`config.mk`:
```
export PLATFORM = sky130hd
export DESIGN_NAME = lpddr5_refresh_ctrl_flat
export DESIGN_NICKNAME = d
export VERILOG_FILES = /design/src/rtl/lpddr5_refresh_ctrl_pkg.sv /design/src/rtl/lpddr5_refresh_ctrl_if.sv /design/src/rtl/lpddr5_delay_timer.sv /design/src/rtl/lpddr5_refresh_ctrl.sv /design/src/flat_wrapper.sv
export SDC_FILE = /design/constraint.sdc
export NUM_CORES = 1
export LEC_CHECK = 0
export CAP_MARGIN = 10
export CORE_MARGIN = 1.5
export CORE_UTILIZATION = 49
export CTS_BUF_LIST = sky130_fd_sc_hd__clkbuf_16
export CTS_CLUSTER_DIAMETER = 150
export CTS_CLUSTER_SIZE = 8
export DETAILED_ROUTE_END_ITERATION = 16
export PLACE_DENSITY = 0.71
export SYNTH_ARGS = -nofsm -noshare
export SYNTH_HDL_FRONTEND = slang
export SYNTH_SLANG_ARGS = --single-unit
```
`constraint.sdc`:
```
create_clock -name clk -period 2.1 [get_ports clk]
set_clock_uncertainty 0.1 [all_clocks]
set_input_delay 0.315 -clock clk [delete_from_list [all_inputs] [get_ports clk]]
set_output_delay 0.315 -clock clk [all_outputs]
set_load 0.01 [all_outputs]
```
`src/rtl/lpddr5_refresh_ctrl_pkg.sv`:
```
// Shared LPDDR5 timing defaults and refresh scheduler types.
// Build option: LPDDR5_REF_POSTPONE_EN enables refresh postponing.
package lpddr5_refresh_ctrl_pkg;

  localparam int tREFI = 100;
  localparam int tRFC  = 20;
  localparam int tRP   = 4;

  localparam int MAX_REF_POSTPONE = 8;

  localparam int TMR_MAX = (tREFI > tRFC) ? tREFI : tRFC;
  localparam int TMR_W   = $clog2(TMR_MAX + 1);

  typedef enum logic [2:0] {
    ST_IDLE,
    ST_PRE,
    ST_WAIT_TRP,
    ST_REF,
    ST_WAIT_TRFC
  } ref_state_e;

endpackage

```
`src/rtl/lpddr5_refresh_ctrl_if.sv`:
```
// Refresh scheduler <-> command scheduler handshake bundle.
// Build option: LPDDR5_REF_POSTPONE_EN (no effect on this file).
interface lpddr5_refresh_ctrl_if;

  logic       pre_req;
  logic       pre_ack;
  logic       ref_req;
  logic       ref_ack;
  logic       ref_busy;
  logic       ref_urgent;
  logic [3:0] pend_cnt;
  logic       ref_ovf;

  modport master (
    output pre_req, ref_req, ref_busy,
    output ref_urgent, pend_cnt, ref_ovf,
    input  pre_ack, ref_ack
  );

  modport slave (
    input  pre_req, ref_req, ref_busy,
    input  ref_urgent, pend_cnt, ref_ovf,
    output pre_ack, ref_ack
  );

endinterface

```
`src/rtl/lpddr5_delay_timer.sv`:
```
// Loadable down-counter; done while the count sits at zero.
// Build option: LPDDR5_REF_POSTPONE_EN (no effect on this file).
module lpddr5_delay_timer #(
  parameter int             W       = 8,
  parameter logic [W-1:0]   RST_VAL = '0
) (
  input  logic         clk,
  input  logic         rst_n,
  input  logic         load,
  input  logic         en,
  input  logic [W-1:0] load_val,
  output logic         done
);

  logic [W-1:0] cnt_q, cnt_d;

  always_comb begin
    cnt_d = cnt_q;
    if (load) begin
      cnt_d = load_val;
    end else if (en && cnt_q != '0) begin
      cnt_d = cnt_q - 1'b1;
    end
  end

  always_ff @(posedge clk) begin
    if (!rst_n) begin
      cnt_q <= RST_VAL;
    end else begin
      cnt_q <= cnt_d;
    end
  end

  assign done = (cnt_q == '0);

endmodule

```
`src/rtl/lpddr5_refresh_ctrl.sv`:
```
// All-bank refresh scheduler: interval, owed count, PREA/REF service.
// Build option: LPDDR5_REF_POSTPONE_EN enables refresh postponing.
module lpddr5_refresh_ctrl
  import lpddr5_refresh_ctrl_pkg::*;
#(
  parameter int TREFI        = tREFI,
  parameter int TRFC         = tRFC,
  parameter int TRP          = tRP,
  parameter int MAX_POSTPONE = MAX_REF_POSTPONE
) (
  input  logic clk,
  input  logic rst_n,
  input  logic ref_en,
  input  logic banks_idle,
  input  logic sched_idle,
  lpddr5_refresh_ctrl_if.master bus
);

`ifdef LPDDR5_REF_POSTPONE_EN
  localparam int PEND_LIM = MAX_POSTPONE;
`else
  localparam int PEND_LIM = 1;
`endif

  ref_state_e state_q, state_d;
  logic [3:0] pend_q, pend_d;
  logic       ovf_q, ovf_d;
  logic       pre_req_q, ref_req_q;
  logic       busy_q, urg_q;
  logic       urg_d;

  logic             iv_done, tick;
  logic             svc_done, svc_load;
  logic [TMR_W-1:0] svc_val;
  logic             pre_ok, ref_ok;
  logic             at_lim, svc_due;

  lpddr5_delay_timer #(
    .W       (TMR_W),
    .RST_VAL (TMR_W'(TREFI - 1))
  ) u_interval (
    .clk      (clk),
    .rst_n    (rst_n),
    .load     (tick),
    .en       (ref_en),
    .load_val (TMR_W'(TREFI - 1)),
    .done     (iv_done)
  );

  lpddr5_delay_timer #(
    .W       (TMR_W),
    .RST_VAL ('0)
  ) u_service (
    .clk      (clk),
    .rst_n    (rst_n),
    .load     (svc_load),
    .en       (1'b1),
    .load_val (svc_val),
    .done     (svc_done)
  );

  assign tick   = ref_en & iv_done;
  assign pre_ok = pre_req_q & bus.pre_ack;
  assign ref_ok = ref_req_q & bus.ref_ack;
  assign at_lim = (pend_q == 4'(PEND_LIM));

`ifdef LPDDR5_REF_POSTPONE_EN
  assign svc_due = (pend_q != '0 && sched_idle) || at_lim;
`else
  logic unused_cfg;
  assign unused_cfg = &{1'b0, sched_idle, 1'(MAX_POSTPONE)};
  assign svc_due = (pend_q != '0);
`endif

  always_comb begin
    state_d  = state_q;
    svc_load = 1'b0;
    svc_val  = '0;
    unique case (state_q)
      ST_IDLE: begin
        if (svc_due) begin
          state_d = banks_idle ? ST_REF : ST_PRE;
        end
      end
      ST_PRE: begin
        if (pre_ok) begin
          state_d  = ST_WAIT_TRP;
          svc_load = 1'b1;
          svc_val  = TMR_W'(TRP - 1);
        end
      end
      ST_WAIT_TRP: begin
        if (svc_done) state_d = ST_REF;
      end
      ST_REF: begin
        if (ref_ok) begin
          state_d  = ST_WAIT_TRFC;
          svc_load = 1'b1;
          svc_val  = TMR_W'(TRFC - 1);
        end
      end
      ST_WAIT_TRFC: begin
        if (svc_done) state_d = ST_IDLE;
      end
      default: state_d = ST_IDLE;
    endcase
  end

  // A tick at the limit is lost and flagged rather than wrapping.
  always_comb begin
    pend_d = pend_q;
    ovf_d  = ovf_q;
    unique case (1'b1)
      tick && !ref_ok && at_lim:  ovf_d  = 1'b1;
      tick && !ref_ok && !at_lim: pend_d = pend_q + 1'b1;
      !tick && ref_ok:            pend_d = pend_q - 1'b1;
      default: ;
    endcase
  end

`ifdef LPDDR5_REF_POSTPONE_EN
  assign urg_d = (pend_d == 4'(MAX_POSTPONE));
`else
  assign urg_d = (pend_d != '0);
`endif

  always_ff @(posedge clk) begin
    if (!rst_n) begin
      state_q   <= ST_IDLE;
      pend_q    <= '0;
      ovf_q     <= 1'b0;
      pre_req_q <= 1'b0;
      ref_req_q <= 1'b0;
      busy_q    <= 1'b0;
      urg_q     <= 1'b0;
    end else begin
      state_q   <= state_d;
      pend_q    <= pend_d;
      ovf_q     <= ovf_d;
      pre_req_q <= (state_d == ST_PRE);
      ref_req_q <= (state_d == ST_REF);
      busy_q    <= (state_d != ST_IDLE);
      urg_q     <= urg_d;
    end
  end

  assign bus.pre_req    = pre_req_q;
  assign bus.ref_req    = ref_req_q;
  assign bus.ref_busy   = busy_q;
  assign bus.ref_urgent = urg_q;
  assign bus.pend_cnt   = pend_q;
  assign bus.ref_ovf    = ovf_q;

endmodule
```
`src/flat_wrapper.sv`:
```
// flat-port wrapper written by rule: the top's interface ports become plain ports
module lpddr5_refresh_ctrl_flat import lpddr5_refresh_ctrl_pkg::*;
#(
  parameter int TREFI        = tREFI,
  parameter int TRFC         = tRFC,
  parameter int TRP          = tRP,
  parameter int MAX_POSTPONE = MAX_REF_POSTPONE
)
  (clk, rst_n, ref_en, banks_idle, sched_idle, bus_pre_req, bus_ref_req, bus_ref_busy, bus_ref_urgent, bus_pend_cnt, bus_ref_ovf, bus_pre_ack, bus_ref_ack);
  lpddr5_refresh_ctrl_if bus_i ();
  input  logic clk;
  input  logic rst_n;
  input  logic ref_en;
  input  logic banks_idle;
  input  logic sched_idle;
  output wire logic [$bits(bus_i.pre_req)-1:0] bus_pre_req;
  output wire logic [$bits(bus_i.ref_req)-1:0] bus_ref_req;
  output wire logic [$bits(bus_i.ref_busy)-1:0] bus_ref_busy;
  output wire logic [$bits(bus_i.ref_urgent)-1:0] bus_ref_urgent;
  output wire logic [$bits(bus_i.pend_cnt)-1:0] bus_pend_cnt;
  output wire logic [$bits(bus_i.ref_ovf)-1:0] bus_ref_ovf;
  input wire logic [$bits(bus_i.pre_ack)-1:0] bus_pre_ack;
  input wire logic [$bits(bus_i.ref_ack)-1:0] bus_ref_ack;
  assign bus_pre_req = bus_i.pre_req;
  assign bus_ref_req = bus_i.ref_req;
  assign bus_ref_busy = bus_i.ref_busy;
  assign bus_ref_urgent = bus_i.ref_urgent;
  assign bus_pend_cnt = bus_i.pend_cnt;
  assign bus_ref_ovf = bus_i.ref_ovf;
  assign bus_i.pre_ack = bus_pre_ack;
  assign bus_i.ref_ack = bus_ref_ack;
  lpddr5_refresh_ctrl #(.TREFI(TREFI), .TRFC(TRFC), .TRP(TRP), .MAX_POSTPONE(MAX_POSTPONE)) u_core (.clk(clk), .rst_n(rst_n), .ref_en(ref_en), .banks_idle(banks_idle), .sched_idle(sched_idle), .bus(bus_i));
endmodule
```
* Word level (Yosys, flattened, before mapping)
Index checks and enable logic that the tools add are counted. W data, S select, Z words.
Cells by class: $add $sub $neg 4, equal/unequal tests 7, muxes and demuxes 16, bitwise gates (word level) 4, reductions and logical operators 18
Operators by type and width (count):
- $mux W3 | 5
- $pmux W3 S5 | 1
- $logic_not A7 Y1 | 2
- $mux W7 | 2
- $pmux W7 S2 | 1
- $reduce_bool A7 Y1 | 2
- $sub A7 B1 Y7 const B | 2
- $eq A3 B2 Y1 const B | 3
- $pmux W4 S2 | 1
- $reduce_bool A4 Y1 | 2
- $eq A3 B1 Y1 const B | 2
- $logic_and A1 B1 Y1 | 5
- $mux W5 | 1
- $add A4 B1 Y4 const B | 1
- $eq A4 B1 Y1 const B | 1
- $mux W2 | 2
- $sub A4 B1 Y4 const B | 1
- $and A1 B1 Y1 | 3
- $eq A3 B3 Y1 const B | 1
- $logic_not A1 Y1 | 3
- $logic_not A3 Y1 | 1
- $reduce_bool A3 Y1 | 1
- $mux W1 | 2
- $pmux W1 S2 | 1
- 3 further kinds | 3
Word-level totals: register bits after elaboration 26, bits of input ports 7, output and inout bits 9

* Logic depth before layout (Yosys ltp)
Gate-level depths: netlist of the first run.
depth after elaboration 6, depth in mapped cells 8, mapped depth without buffers 7

* Cells and area by module
A second synthesis of the first run with hierarchy kept.
Second synthesis, totals: cell total of the unflattened synthesis 179, area total of the unflattened synthesis 1552.7 µm²
By module, submodules not included:
- lpddr5_refresh_ctrl | instances 1, cells each 80, area an instance 693.2 µm², sequential area each 240.2 µm²
- lpddr5_delay_timer (u_core.u_interval) | instances 1, cells each 52, area an instance 440.4 µm², sequential area each 140.1 µm²
- lpddr5_delay_timer (u_core.u_service) | instances 1, cells each 47, area an instance 419.2 µm², sequential area each 140.1 µm²

* Worst setup path before layout of the first run
OpenSTA, ideal clock, no wires.
path type reg-to-reg, start point register u_core.u_interval.cnt_q[0], end point register u_core.urg_q (netlist: u_core.bus.ref_urgent), library setup time 0.122 ns, arrival time 1.903 ns, required time 1.878 ns, path slack -0.025 ns, cell stages (with the launch flop) 9, path through dfxtp_1 -> inv_1 -> ha_1 -> and3b_1 -> clkbuf_1 -> and4_2 -> a211o_1 -> and3_4 -> a311o_1
On the way: longest elaborated chain between the ends 6, elaborated cells on any way between the ends 8, those cells by class mux (1); bitwise (1); reduce/logical (6)
RTL lines:
- start, declared | RTL line lpddr5_delay_timer.sv:15 | logic [W-1:0] cnt_q, cnt_d;
- start signal, assigned | RTL line lpddr5_delay_timer.sv:30 | cnt_q <= cnt_d;
- $logic_not A7 Y1 * | RTL line lpddr5_delay_timer.sv:34 | assign done = (cnt_q == '0);
- $and A1 B1 Y1 * | RTL line lpddr5_refresh_ctrl.sv:62 | assign tick = ref_en & iv_done;
- $logic_not A1 Y1 or $logic_and A1 B1 Y1 (tied branches) | RTL line lpddr5_refresh_ctrl.sv:116, lpddr5_refresh_ctrl.sv:115
- $logic_and A1 B1 Y1 (on tied branches) | RTL line lpddr5_refresh_ctrl.sv:116, lpddr5_refresh_ctrl.sv:115
- $pmux W4 S2 * | RTL line lpddr5_refresh_ctrl.sv:113 | unique case (1'b1)
- $reduce_bool A4 Y1 * | RTL line lpddr5_refresh_ctrl.sv:124 | assign urg_d = (pend_d != '0);
- end signal, assigned | RTL line lpddr5_refresh_ctrl.sv:143 | urg_q <= urg_d;
- end, declared | RTL line lpddr5_refresh_ctrl.sv:29 | logic busy_q, urg_q;
Mark *: on every way between the ends. The rest lies on a longest branch, timed or not. A chain may end at the register's enable or synchronous reset.

* Worst setup path after layout of the first run
Ends and elaborated chain as after synthesis.

==> results of run 1 <==
per-layer routing:
metal / vias to the layer above / global-route usage
met5: - / 0
met4: 0 / 0.0646
met3: 5 / 0.0349
met2: 21 / 0.329
met1: 571 / 0.264
li1: 633 / -
cells in the mapped netlist (3+ instances only):
library cell	number
o21ai_0	11
xnor2_1	4
nor2_1	13
nor2b_1	5
a21oi_1	5
ha_1	7
nand3_1	4
nor4_1	3
o21a_1	3
nor3_1	3
inv_1	12
nand2_1	15
and3_1	3
clkbuf_1	3
and2_1	6
dfxtp_1	26
how the worst max path moves through the flow:
stage,slack [ps],end,cells past startpoint
CTS,20,u_core.bus.ref_urgent,7
global placement,-50,u_core.bus.ref_urgent,6
floorplan,20,u_core.bus.ref_urgent,6
finish,80,u_core.bus.ref_urgent,7
global route,-6,u_core.bus.ref_urgent,7
detailed placement,-70,u_core.bus.ref_urgent,6
per-stage QoR:
stage	total power, W	TNS [ps]	hold slack, ps	cells	utilization
6_report	0.00196	0	387	225	0.671
3_5_place_dp	0.00134	-96.4	377	220	0.622
2_1_floorplan	0.00111	0	348	160	-
4_1_cts	0.00191	0	392	224	0.661
3_3_place_gp	0.00131	-73.8	367	220	0.622
5_1_grt	0.00206	-6.00	411	225	0.671
logic make-up after synthesis:
family,Yosys count,synth area share
and+or+nand+nor,65,0.271
xor gates and xnor gates,4,0.0253
muxes,3,0.0226
adders and majority gates,7,0.0632
AOI/OAI and AO/OA,39,0.193
buffers and inverters,16,0.0488
DFF,26,0.376
sequential cells by signal, summed over array words and instances (netlist names):
name,flops
u_core.bus.pend_cnt,4
u_core.state_q,3
u_core.bus.ref_req,1
u_core.bus.pre_req,1
u_core.u_interval.cnt_q,7
u_core.u_service.cnt_q,7
u_core.bus.ref_busy,1
u_core.bus.ref_urgent,1
u_core.bus.ref_ovf,1
area by class of cell:
type                    count  area share
multi-input cells         118       0.447
clock buffers               3      0.0413
clock inverters             1      0.0165
well taps                  31      0.0213
repair buffers             34       0.160
inverters                  12      0.0248
flip-flops and latches     26       0.289
power by group:
group	total, W	switching, W	leakage (nW)	internal [W]
logic	0.000729	0.000340	0.535	0.000389
registers	0.000663	0.0000800	0.211	0.000583
clock network	0.000564	0.000184	0.0511	0.000380
repair_timing:
| action | 4_1_cts | 5_1_grt |
|---|---|---|
| endpoints found under the setup margin | 0 | 5 |
| hold buffers | 0 | 0 |
| resized for setup | 0 | 7 |
| hold endpoints to repair | 0 | 0 |
| buffers inserted | 0 | 1 |
critical path: cells and delay by family, from the launching register on:
family | cells | cell delay, ps
AND/OR/NAND/NOR | 3 | 650
AO/OA/AOI/OAI | 2 | 560
flip-flops | 1 | 360
adder cells (fa/ha/maj) | 1 | 180
buffers and inverters | 1 | 60
==> impl_results.md, run 1 <==
- Status: complete, no violations
- Critical Path AT: 2080 ps
- Area of the multi-input gates: 813 um^2
- Row cnt: 19
- Minimum clock period: 2020 ps
- Cells after Synth: 160
- Pin count of the biggest net entering global routing: 16
- Worst rel slew slack: 0.722
- Syn nets: 174
- Gp weighted congestion: 0.809
- Worst setup EP type: flop
- Yosys cell types: 43
- Drt wl/cell: 12.8 um
- Seq/Total Area, Yosys: 0.376
- Maxcap violations: 0
- Commonest non-fill, non-tap cells in the layout: dfxtp_1 (24), buf_4 (20), nand2_1 (15)
- Most common cell after layout, fill and taps aside: dfxtp_1
- Grt ovf: 0
- Vias/cell: 5.47
- Final wirelength: 2.89 mm
- # setup viols final: 0
- Yosys top cell area share: 0.376
- Wl on met1: 1.42 mm
- Root Buffer: clkbuf_16
- Detailed-route via count: 1230
- Worst setup path startpoint: u_core.u_interval.cnt_q[0]
- Detailed Route Iter0 Violations: 24
- RSZ-0062 raised after global routing: yes
- DR pass1 iterations: 4
- Worst Hold Path EP: u_core.u_interval.cnt_q[6]
- Area leader, netlist: dfxtp_1
- I/O Pins: 16
- Met2 Wirelength: 1.37 mm
- Dpl ws: -70.0 ps
- DR top layer: met4
- DP HPWL: 2.08 mm
- CORE AREA: 2710 um^2
- CTS sink count: 26
- Area delta synth->final: 31.3%
- Tcrit/Tclk final: 0.964
- Hold Startpoint: u_core.u_interval.cnt_q[6]
- Min-Delay Path Depth: 2
- Die height: 56.2 um
- Slew @ Worst Pin: 413 ps
- Pwr dens: 1080 nW/um^2
- Antenna cells: 0
- EDFF count, synth: 0
- Seq cells post-synth: 26
- DRC viols: 0
- Ys flop type: dfxtp_1
- Vias in the first global route: 1182
- Top area cells in the synthesized netlist: dfxtp_1 (38%), ha_1 (6.3%), nand2_1 (4.1%)
- Htree depth: 1
- Mapped Area: 1390 um^2
- Critical path launch point type: flop
- Slowest cell on the critical path: dfxtp_4
- Met3 routed WL: 66 um
- Number of routed nets with antenna violations: 0
- Crit-path cells: inv_1 -> ha_2 -> and3b_2 -> and4_2 -> a211o_1 -> and3_4 -> a311o_1
- Worst r2r src: u_core.u_interval.cnt_q[0]
- Clk buf depth: 2
- Reg clk slew, reported paths: 70 ps
- Die width: 56.2 um
- Reg area: 526 um^2
- Die Area: 3150 um^2
- Crit Path Max Fanout: 5
- Hold Vio Cnt, Final: 0
- Initial antenna violation count: 0
- CTS tree: built
- # port buffers: 14
- CP Class: flop to flop
- LEAKAGE: 0.797 nW
- Slew Limit Fails: 0
- R2R Setup Slk: 80 ps
- HP Class: flop to flop
- DP Area: 1690 um^2
- Synth warn: 0
- Ys async rst share: 0
- Layout cells sized above 1: 0.201
- Final net count: 209
- Starting density of the core: 0.511
- Fill count: 233
- FMAX: 0.494 GHz
- First-pass GRT wire length: 5.00 mm
- Num CTS Buffers: 3
- Slowest stage delay, CP: 360 ps
- Final instance area: 1820 um^2
- Final worst slack: 76.0 ps
- Post-Syn Area per Cell: 8.66 um^2
- R2R depth: 7
- Worst Path Required: 2150 ps
- Maximum resistive drop on vdd: 766 uV
- GRT Resource Usage Total: 0.199
- Clk_lat worst skew: 260 ps
- R2R Path End: u_core.bus.ref_urgent
No activity file was read; power rests on OpenSTA's default activity.
==> run 2: changes to the inputs <==
--- a/config.mk
+++ b/config.mk
@@ -12,6 +12,7 @@
 export CTS_CLUSTER_DIAMETER = 150
 export CTS_CLUSTER_SIZE = 8
 export DETAILED_ROUTE_END_ITERATION = 16
+export GPL_ROUTABILITY_DRIVEN = 0
 export PLACE_DENSITY = 0.71
 export SYNTH_ARGS = -nofsm -noshare
 export SYNTH_HDL_FRONTEND = slang
==> results of run 2 <==
Same layout as run 1: the final DEF is identical, and so are final timing and power.
==> run 3: changes to the inputs <==
--- a/config.mk
+++ b/config.mk
@@ -5,15 +5,17 @@
 export SDC_FILE = /design/constraint.sdc
 export NUM_CORES = 1
 export LEC_CHECK = 0
+export ABC_CLOCK_PERIOD_IN_PS = 2100
 export CAP_MARGIN = 10
 export CORE_MARGIN = 1.5
 export CORE_UTILIZATION = 49
 export CTS_BUF_LIST = sky130_fd_sc_hd__clkbuf_16
 export CTS_CLUSTER_DIAMETER = 150
-export CTS_CLUSTER_SIZE = 8
+export CTS_CLUSTER_SIZE = 30
 export DETAILED_ROUTE_END_ITERATION = 16
 export GPL_ROUTABILITY_DRIVEN = 0
 export PLACE_DENSITY = 0.71
 export SYNTH_ARGS = -nofsm -noshare
 export SYNTH_HDL_FRONTEND = slang
 export SYNTH_SLANG_ARGS = --single-unit
+export TNS_END_PERCENT = 20
==> results of run 3 <==
Same layout as run 1: the final DEF is identical, and so are final timing and power.
